## src/rtl/exp10_pkg.sv

```systemverilog
`default_nettype none
// ============================================================================
// Module  : exp10_pkg
// Brief   : Q16.16 constants, 1/n table and state encoding for exp10_fixed.
// Revision: 1.0 - initial release
// ============================================================================
package exp10_pkg;

    localparam logic signed [31:0] LOG2_10       = 32'sh0003526A;
    localparam logic signed [31:0] LOG2_10_DIV20 = 32'sh00002A85;
    localparam logic signed [31:0] LN2           = 32'sh0000B172;
    localparam logic signed [31:0] ONE           = 32'sh00010000;

    typedef enum logic [2:0] {
        S_IDLE   = 3'd0,
        S_SCALE  = 3'd1,
        S_SPLIT  = 3'd2,
        S_SERIES = 3'd3,
        S_SHIFT  = 3'd4,
        S_DONE   = 3'd5
    } state_t;

    // 1/n in Q16.16 for the Taylor coefficients of e^z
    function automatic logic signed [31:0] recip(input logic [3:0] n);
        case (n)
            4'd1:    recip = 32'sd65536;
            4'd2:    recip = 32'sd32768;
            4'd3:    recip = 32'sd21845;
            4'd4:    recip = 32'sd16384;
            4'd5:    recip = 32'sd13107;
            4'd6:    recip = 32'sd10923;
            4'd7:    recip = 32'sd9362;
            4'd8:    recip = 32'sd8192;
            default: recip = 32'sd0;
        endcase
    endfunction

endpackage
`default_nettype wire

```

## src/rtl/exp10_shift_sat.sv

```systemverilog
`default_nettype none
// ============================================================================
// Module  : exp10_shift_sat
// Brief   : Scales the [1,2) mantissa by 2^k with saturation and underflow.
// Revision: 1.0 - initial release
// ============================================================================
module exp10_shift_sat #(
    parameter int Q = 16,
    parameter int N = 32
) (
    input  logic signed [N-1:0]   sum,
    input  logic signed [N-Q-1:0] k,
    output logic signed [N-1:0]   out_x,
    output logic                  overflow
);

    localparam int KW = N - Q;
    localparam logic signed [KW-1:0] K_MAX = KW'(N - Q - 2);
    localparam logic signed [KW-1:0] K_MIN = KW'(-(Q + 1));

    logic signed [KW-1:0] w_neg_k;

    assign w_neg_k = -k;

    always_comb begin
        out_x    = '0;
        overflow = 1'b0;
        if (k > K_MAX) begin
            out_x    = {1'b0, {(N-1){1'b1}}};
            overflow = 1'b1;
        end else if (k < K_MIN) begin
            out_x = '0;
        end else if (!k[KW-1]) begin
            out_x = sum << k;
        end else begin
            out_x = sum >>> w_neg_k;
        end
    end

endmodule
`default_nettype wire

```

## src/rtl/qmult.sv

```systemverilog
`default_nettype none
// ============================================================================
// Module  : qmult
// Brief   : Signed fixed-point multiply, full product truncated to Q format.
// Revision: 1.0 - initial release
// ============================================================================
module qmult #(
    parameter int Q = 16,
    parameter int N = 32
) (
    input  logic signed [N-1:0] a,
    input  logic signed [N-1:0] b,
    output logic signed [N-1:0] y
);

    logic signed [2*N-1:0] w_full;

    assign w_full = (2*N)'(a) * (2*N)'(b);
    assign y      = w_full[N-1+Q:Q];

endmodule
`default_nettype wire

```

## src/rtl/exp10_fixed.sv

```systemverilog
`default_nettype none
// ============================================================================
// Module  : exp10_fixed
// Brief   : Sequential Q16.16 antilog, out_x = 10^in_x (10^(in_x/20) when
//           EXP10_DB20_EN is defined), via 2^k * e^(f*ln2) Taylor series.
// Revision: 1.0 - initial release
// ============================================================================
module exp10_fixed #(
    parameter int Q     = 16,
    parameter int N     = 32,
    parameter int TERMS = 6
) (
    input  logic                clk,
    input  logic                rst,
    input  logic                start_exp10,
    input  logic signed [N-1:0] in_x,
    output logic signed [N-1:0] out_x,
    output logic                done_exp10,
    output logic                busy,
    output logic                overflow
);
    import exp10_pkg::*;

`ifdef EXP10_DB20_EN
    localparam logic signed [N-1:0] SCALE_C = LOG2_10_DIV20;
`else
    localparam logic signed [N-1:0] SCALE_C = LOG2_10;
`endif
    localparam logic [3:0] LAST_N = 4'(TERMS - 1);

    state_t                r_state;
    logic signed [N-1:0]   r_x, r_y, r_z, r_term, r_sum;
    logic signed [N-Q-1:0] r_k;
    logic [3:0]            r_n;

    logic signed [N-1:0]   w_a, w_b, w_p0, w_p1, w_recip, w_frac;
    logic signed [N-1:0]   w_shift_out;
    logic                  w_shift_ovf;

    assign w_frac  = {{(N-Q){1'b0}}, r_y[Q-1:0]};
    assign w_recip = recip(r_n);

    // The first multiplier is time-shared: scale, then f*ln2, then term*z
    always_comb begin
        w_a = r_term;
        w_b = r_z;
        case (r_state)
            S_SCALE: begin
                w_a = r_x;
                w_b = SCALE_C;
            end
            S_SPLIT: begin
                w_a = w_frac;
                w_b = LN2;
            end
            default: ;
        endcase
    end

    qmult #(.Q(Q), .N(N)) u_mul_a (.a(w_a),  .b(w_b),     .y(w_p0));
    qmult #(.Q(Q), .N(N)) u_mul_b (.a(w_p0), .b(w_recip), .y(w_p1));

    exp10_shift_sat #(.Q(Q), .N(N)) u_shift_sat (
        .sum      (r_sum),
        .k        (r_k),
        .out_x    (w_shift_out),
        .overflow (w_shift_ovf)
    );

    always_ff @(posedge clk) begin
        if (rst) begin
            r_state    <= S_IDLE;
            out_x      <= '0;
            done_exp10 <= 1'b0;
            busy       <= 1'b0;
            overflow   <= 1'b0;
        end else begin
            done_exp10 <= 1'b0;
            case (r_state)
                S_IDLE: begin
                    if (start_exp10) begin
                        r_x     <= in_x;
                        busy    <= 1'b1;
                        r_state <= S_SCALE;
                    end
                end
                S_SCALE: begin
                    r_y     <= w_p0;
                    r_state <= S_SPLIT;
                end
                S_SPLIT: begin
                    r_k     <= r_y[N-1:Q];
                    r_z     <= w_p0;
                    r_term  <= ONE;
                    r_sum   <= ONE;
                    r_n     <= 4'd1;
                    r_state <= S_SERIES;
                end
                S_SERIES: begin
                    r_term <= w_p1;
                    r_sum  <= r_sum + w_p1;
                    r_n    <= r_n + 4'd1;
                    if (r_n == LAST_N) begin
                        r_state <= S_SHIFT;
                    end
                end
                S_SHIFT: begin
                    out_x      <= w_shift_out;
                    overflow   <= w_shift_ovf;
                    done_exp10 <= 1'b1;
                    r_state    <= S_DONE;
                end
                S_DONE: begin
                    busy    <= 1'b0;
                    r_state <= S_IDLE;
                end
                default: r_state <= S_IDLE;
            endcase
        end
    end

endmodule
`default_nettype wire
```

## config.mk

```make
export PLATFORM = sky130hd
export DESIGN_NAME = exp10_fixed
export DESIGN_NICKNAME = d
export VERILOG_FILES = /design/src/rtl/exp10_pkg.sv /design/src/rtl/exp10_shift_sat.sv /design/src/rtl/qmult.sv /design/src/rtl/exp10_fixed.sv
export SDC_FILE = /design/constraint.sdc
export NUM_CORES = 2
export LEC_CHECK = 0
export CAP_MARGIN = 30
export CELL_PAD_IN_SITES_DETAIL_PLACEMENT = 0
export CELL_PAD_IN_SITES_GLOBAL_PLACEMENT = 1
export CORE_UTILIZATION = 55
export DETAILED_ROUTE_END_ITERATION = 8
export PLACE_DENSITY = 0.95
export SLEW_MARGIN = 20
export SYNTH_ARGS = -nofsm -noshare
export SYNTH_HDL_FRONTEND = slang
export SYNTH_SLANG_ARGS = --single-unit
```

## constraint.sdc

```tcl
create_clock -name clk -period 26.1 [get_ports clk]
set_input_delay 3.915 -clock clk [delete_from_list [all_inputs] [get_ports clk]]
set_output_delay 3.915 -clock clk [all_outputs]
set_load 0.05 [all_outputs]
```

==> summary.txt <==
Drt
  • Vias: 46700
  • Post-DR vias/cell: 6.00
  • Wire length per cell: 25.8 um
  • Drt pass-1 iters: 8
  • Antenna-violating nets left: 0
  • Initial DRC count: 5312
  • Drt total wl: 201000 um
  • # DRC: 0

Critical path
  • Worst r2r dst: r_sum[30]$_SDFFCE_PP0P_
  • Reg2reg start: r_state[2]$_SDFFE_PP0P_
  • CP bufs+invs: 10
  • CP arrival: 20870 ps
  • Worst reg2reg path depth: 62
  • CP endpoint kind: flip-flop
  • CP max stage cell: dfxtp_1
  • CP dominant cell by count: fa_1
  • R2R setup slack: 5560 ps
  • Max FO, Critical Path: 71
  • CP delay by family, top: adder cells
  • Critical Path Stages: 62
  • Worst setup path class: reg2reg
  • Worst path required time: 26420 ps
  • Crit path launch: r_state[2]$_SDFFE_PP0P_
  • Crit path largest cell delay: 850 ps
  • Startpoint Class: flip-flop
  • Worst Setup EP: r_sum[30]$_SDFFCE_PP0P_

Floorplanning
  • Row count: 120
  • Total die area: 110000 um^2
  • Initial Utilization: 55.7%
  • IO Pins: 70
  • Die height: 332 um
  • Die W: 332 um
  • Core area: 108000 um^2

Placed design
  • Placed insts: 7726
  • Gpl congestion: 1.03
  • Port buffer count: 69
  • Worst slack, placed: 6060 ps
  • DP HPWL: 161000 um

STA
  • Setup_tns: 0 ps
  • Minimum clock period: 20540 ps
  • Fin. Hold Viols: 0
  • Slew HR: 16.7%
  • Skew final: 19.9 ps
  • Final setup viols: 0
  • RSZ-0062 raised after global routing: no
  • Fmax: 0.0487 GHz
  • Worst setup margin: 5560 ps
  • Max-slew violation count: 0
  • WHS: 421 ps
  • Slew at the pin with the worst max-slew slack: 1250 ps
  • Fin crit share: 78.7%

Global routing
  • Global route overflow: 0
  • GR Util All Layers: 37.2%
  • Initial antenna violation count: 9
  • Pin count of the biggest net entering global routing: 72
  • Vias in the first global route: 49000
  • First-pass GRT wire length: 305000 um

Flow run
  • Max-Cap Viols: 0

Synth
  • Sequential share of the synthesized area: 10.7%
  • Synthesized flop and latch total: 231
  • Dominant synthesized flop cell: edfxtp_1
  • FFs w/ async S/R, synth: 0%
  • Syn Nets: 8202
  • Post-synthesis cell type count: 87
  • Mapped cell area: 60000 um^2
  • Syn Inst Count: 6434
  • Avg Cell Area, Syn: 9.32 um^2
  • Synthesis Warnings: 0
  • EDFF count, synth: 180

CTS
  • Post-CTS Setup Inserts: 0
  • Resized cells post-CTS: 0
  • Num CTS Buffers: 27
  • Clock buffer depth: 3
  • Hold_buf cts: 0
  • Htree depth: 1
  • Clk root buf: clkbuf_16
  • Clk slew on worst S/H paths: 60 ps
  • # clock sinks: 231
  • Clk_lat worst skew: 600 ps
  • CTS tree: yes

Layout
  • Share of cells above drive strength 1: 4.39%
  • Fin nets: 8123
  • Area growth from synthesis to layout: 5.63%
  • N_diodes: 0
  • Layout Cells excl Fill: 7778

Hold path
  • Hold/Removal Path Class: reg2reg
  • Min-delay src: r_y[21]$_DFFE_PP_

Status
  • Status: complete, no violations
## metal layers
layer,global-route usage [%],wire length (um)
met1,50.6,77000
met2,55.3,86500
met3,10.4,25500
met4,17.7,12000
met5,0,46
## how the worst min path moves through the flow
stage | end | cells past startpoint
2_1_floorplan | r_k[0]$_DFFE_PP_ | 0
3_3_place_gp | r_k[4]$_DFFE_PP_ | 0
3_5_place_dp | r_k[5]$_DFFE_PP_ | 0
4_1_cts | r_k[5]$_DFFE_PP_ | 0
5_1_grt | r_k[6]$_DFFE_PP_ | 0
6_report | r_k[5]$_DFFE_PP_ | 0
## layout make-up
type                       instances  area, um^2
clock inverter                    14         206
tap                             1403        1760
clock buffer                      35         726
timing repair buffer             205        1750
inverter                        1313        4930
sequential                       231        6430
fill                            9260       44300
multi-input combinational       4577       47600
## state kept, by name, summed over array words and instances (netlist names)
| signal | cells |
|---|---|
| busy | 1 |
| done_exp10 | 1 |
| out_x | 32 |
| overflow | 1 |
| r_k | 16 |
| r_n | 4 |
| r_state | 3 |
| r_sum | 32 |
| r_term | 32 |
| r_x | 32 |
| r_y | 32 |
| r_z | 32 |
| w_recip | 13 |
## through the flow
step | util [%] | cell area [um^2]
global route | 58.9 | 63400
CTS | 58.8 | 63300
global placement | 57.9 | 62300
floorplan | - | 60000
detailed placement | 58.0 | 62400
finish | 58.9 | 63400
## cell usage after synthesis, types with 6 or more instances
library cell | instances | area share (%)
and2_1 | 380 | 4.0
o21bai_1 | 13 | 0.16
edfxtp_1 | 180 | 9.0
o21ai_1 | 9 | 0.075
clkbuf_1 | 283 | 1.8
a31oi_1 | 28 | 0.29
nor2b_1 | 21 | 0.22
dfxtp_1 | 51 | 1.7
nor2_1 | 454 | 2.8
a221oi_1 | 9 | 0.13
nor3_1 | 70 | 0.58
buf_2 | 11 | 0.092
a21o_1 | 62 | 0.78
o21ai_0 | 94 | 0.78
a21oi_1 | 201 | 1.7
nand4_1 | 15 | 0.16
xor2_1 | 47 | 0.69
o211ai_1 | 16 | 0.20
a211oi_1 | 37 | 0.46
a311oi_1 | 6 | 0.088
a22oi_1 | 27 | 0.34
mux2i_1 | 53 | 0.88
nand2b_1 | 20 | 0.21
nand2_1 | 849 | 5.3
a22o_1 | 16 | 0.23
mux2_2 | 13 | 0.24
or3_1 | 14 | 0.15
a221o_1 | 7 | 0.12
inv_1 | 1311 | 8.2
o21a_1 | 19 | 0.24
and3_1 | 78 | 0.81
nor4_1 | 8 | 0.083
or2_2 | 18 | 0.19
mux4_2 | 25 | 0.94
nand3_1 | 49 | 0.41
buf_1 | 17 | 0.11
fa_1 | 1343 | 45
xnor2_1 | 91 | 1.3
ha_1 | 390 | 8.1
## placed cells by master, fill, tap and decap left out, drive strengths merged, types with 38 or more instances in the layout
cell type      instances
edfxtp               180
clkdlybuf4s50         69
and2                 380
dfxtp                 51
nand3                 49
inv                 1315
xnor2                 91
o21ai                104
nor2                 455
buf                  134
nor3                  71
ha                   390
mux2i                 53
xor2                  47
a21o                  62
a21oi                202
and3                  78
fa                  1343
a211oi                38
nand2                850
## kinds of logic after synthesis
family                     Yosys count  synth area share, %
AOI/OAI and AO/OA                  601                 6.44
muxes                               91                 2.07
and+or+nand+nor                   2008                 15.4
buffers and inverters             1626                 10.2
xor gates and xnor gates           144                 2.24
adders and majority gates         1733                 53.0
DFF                                231                 10.7
Power is left out: the tool's default activity adds up to more than one toggle a clock period on the data nets, which glitch-free logic cannot reach.
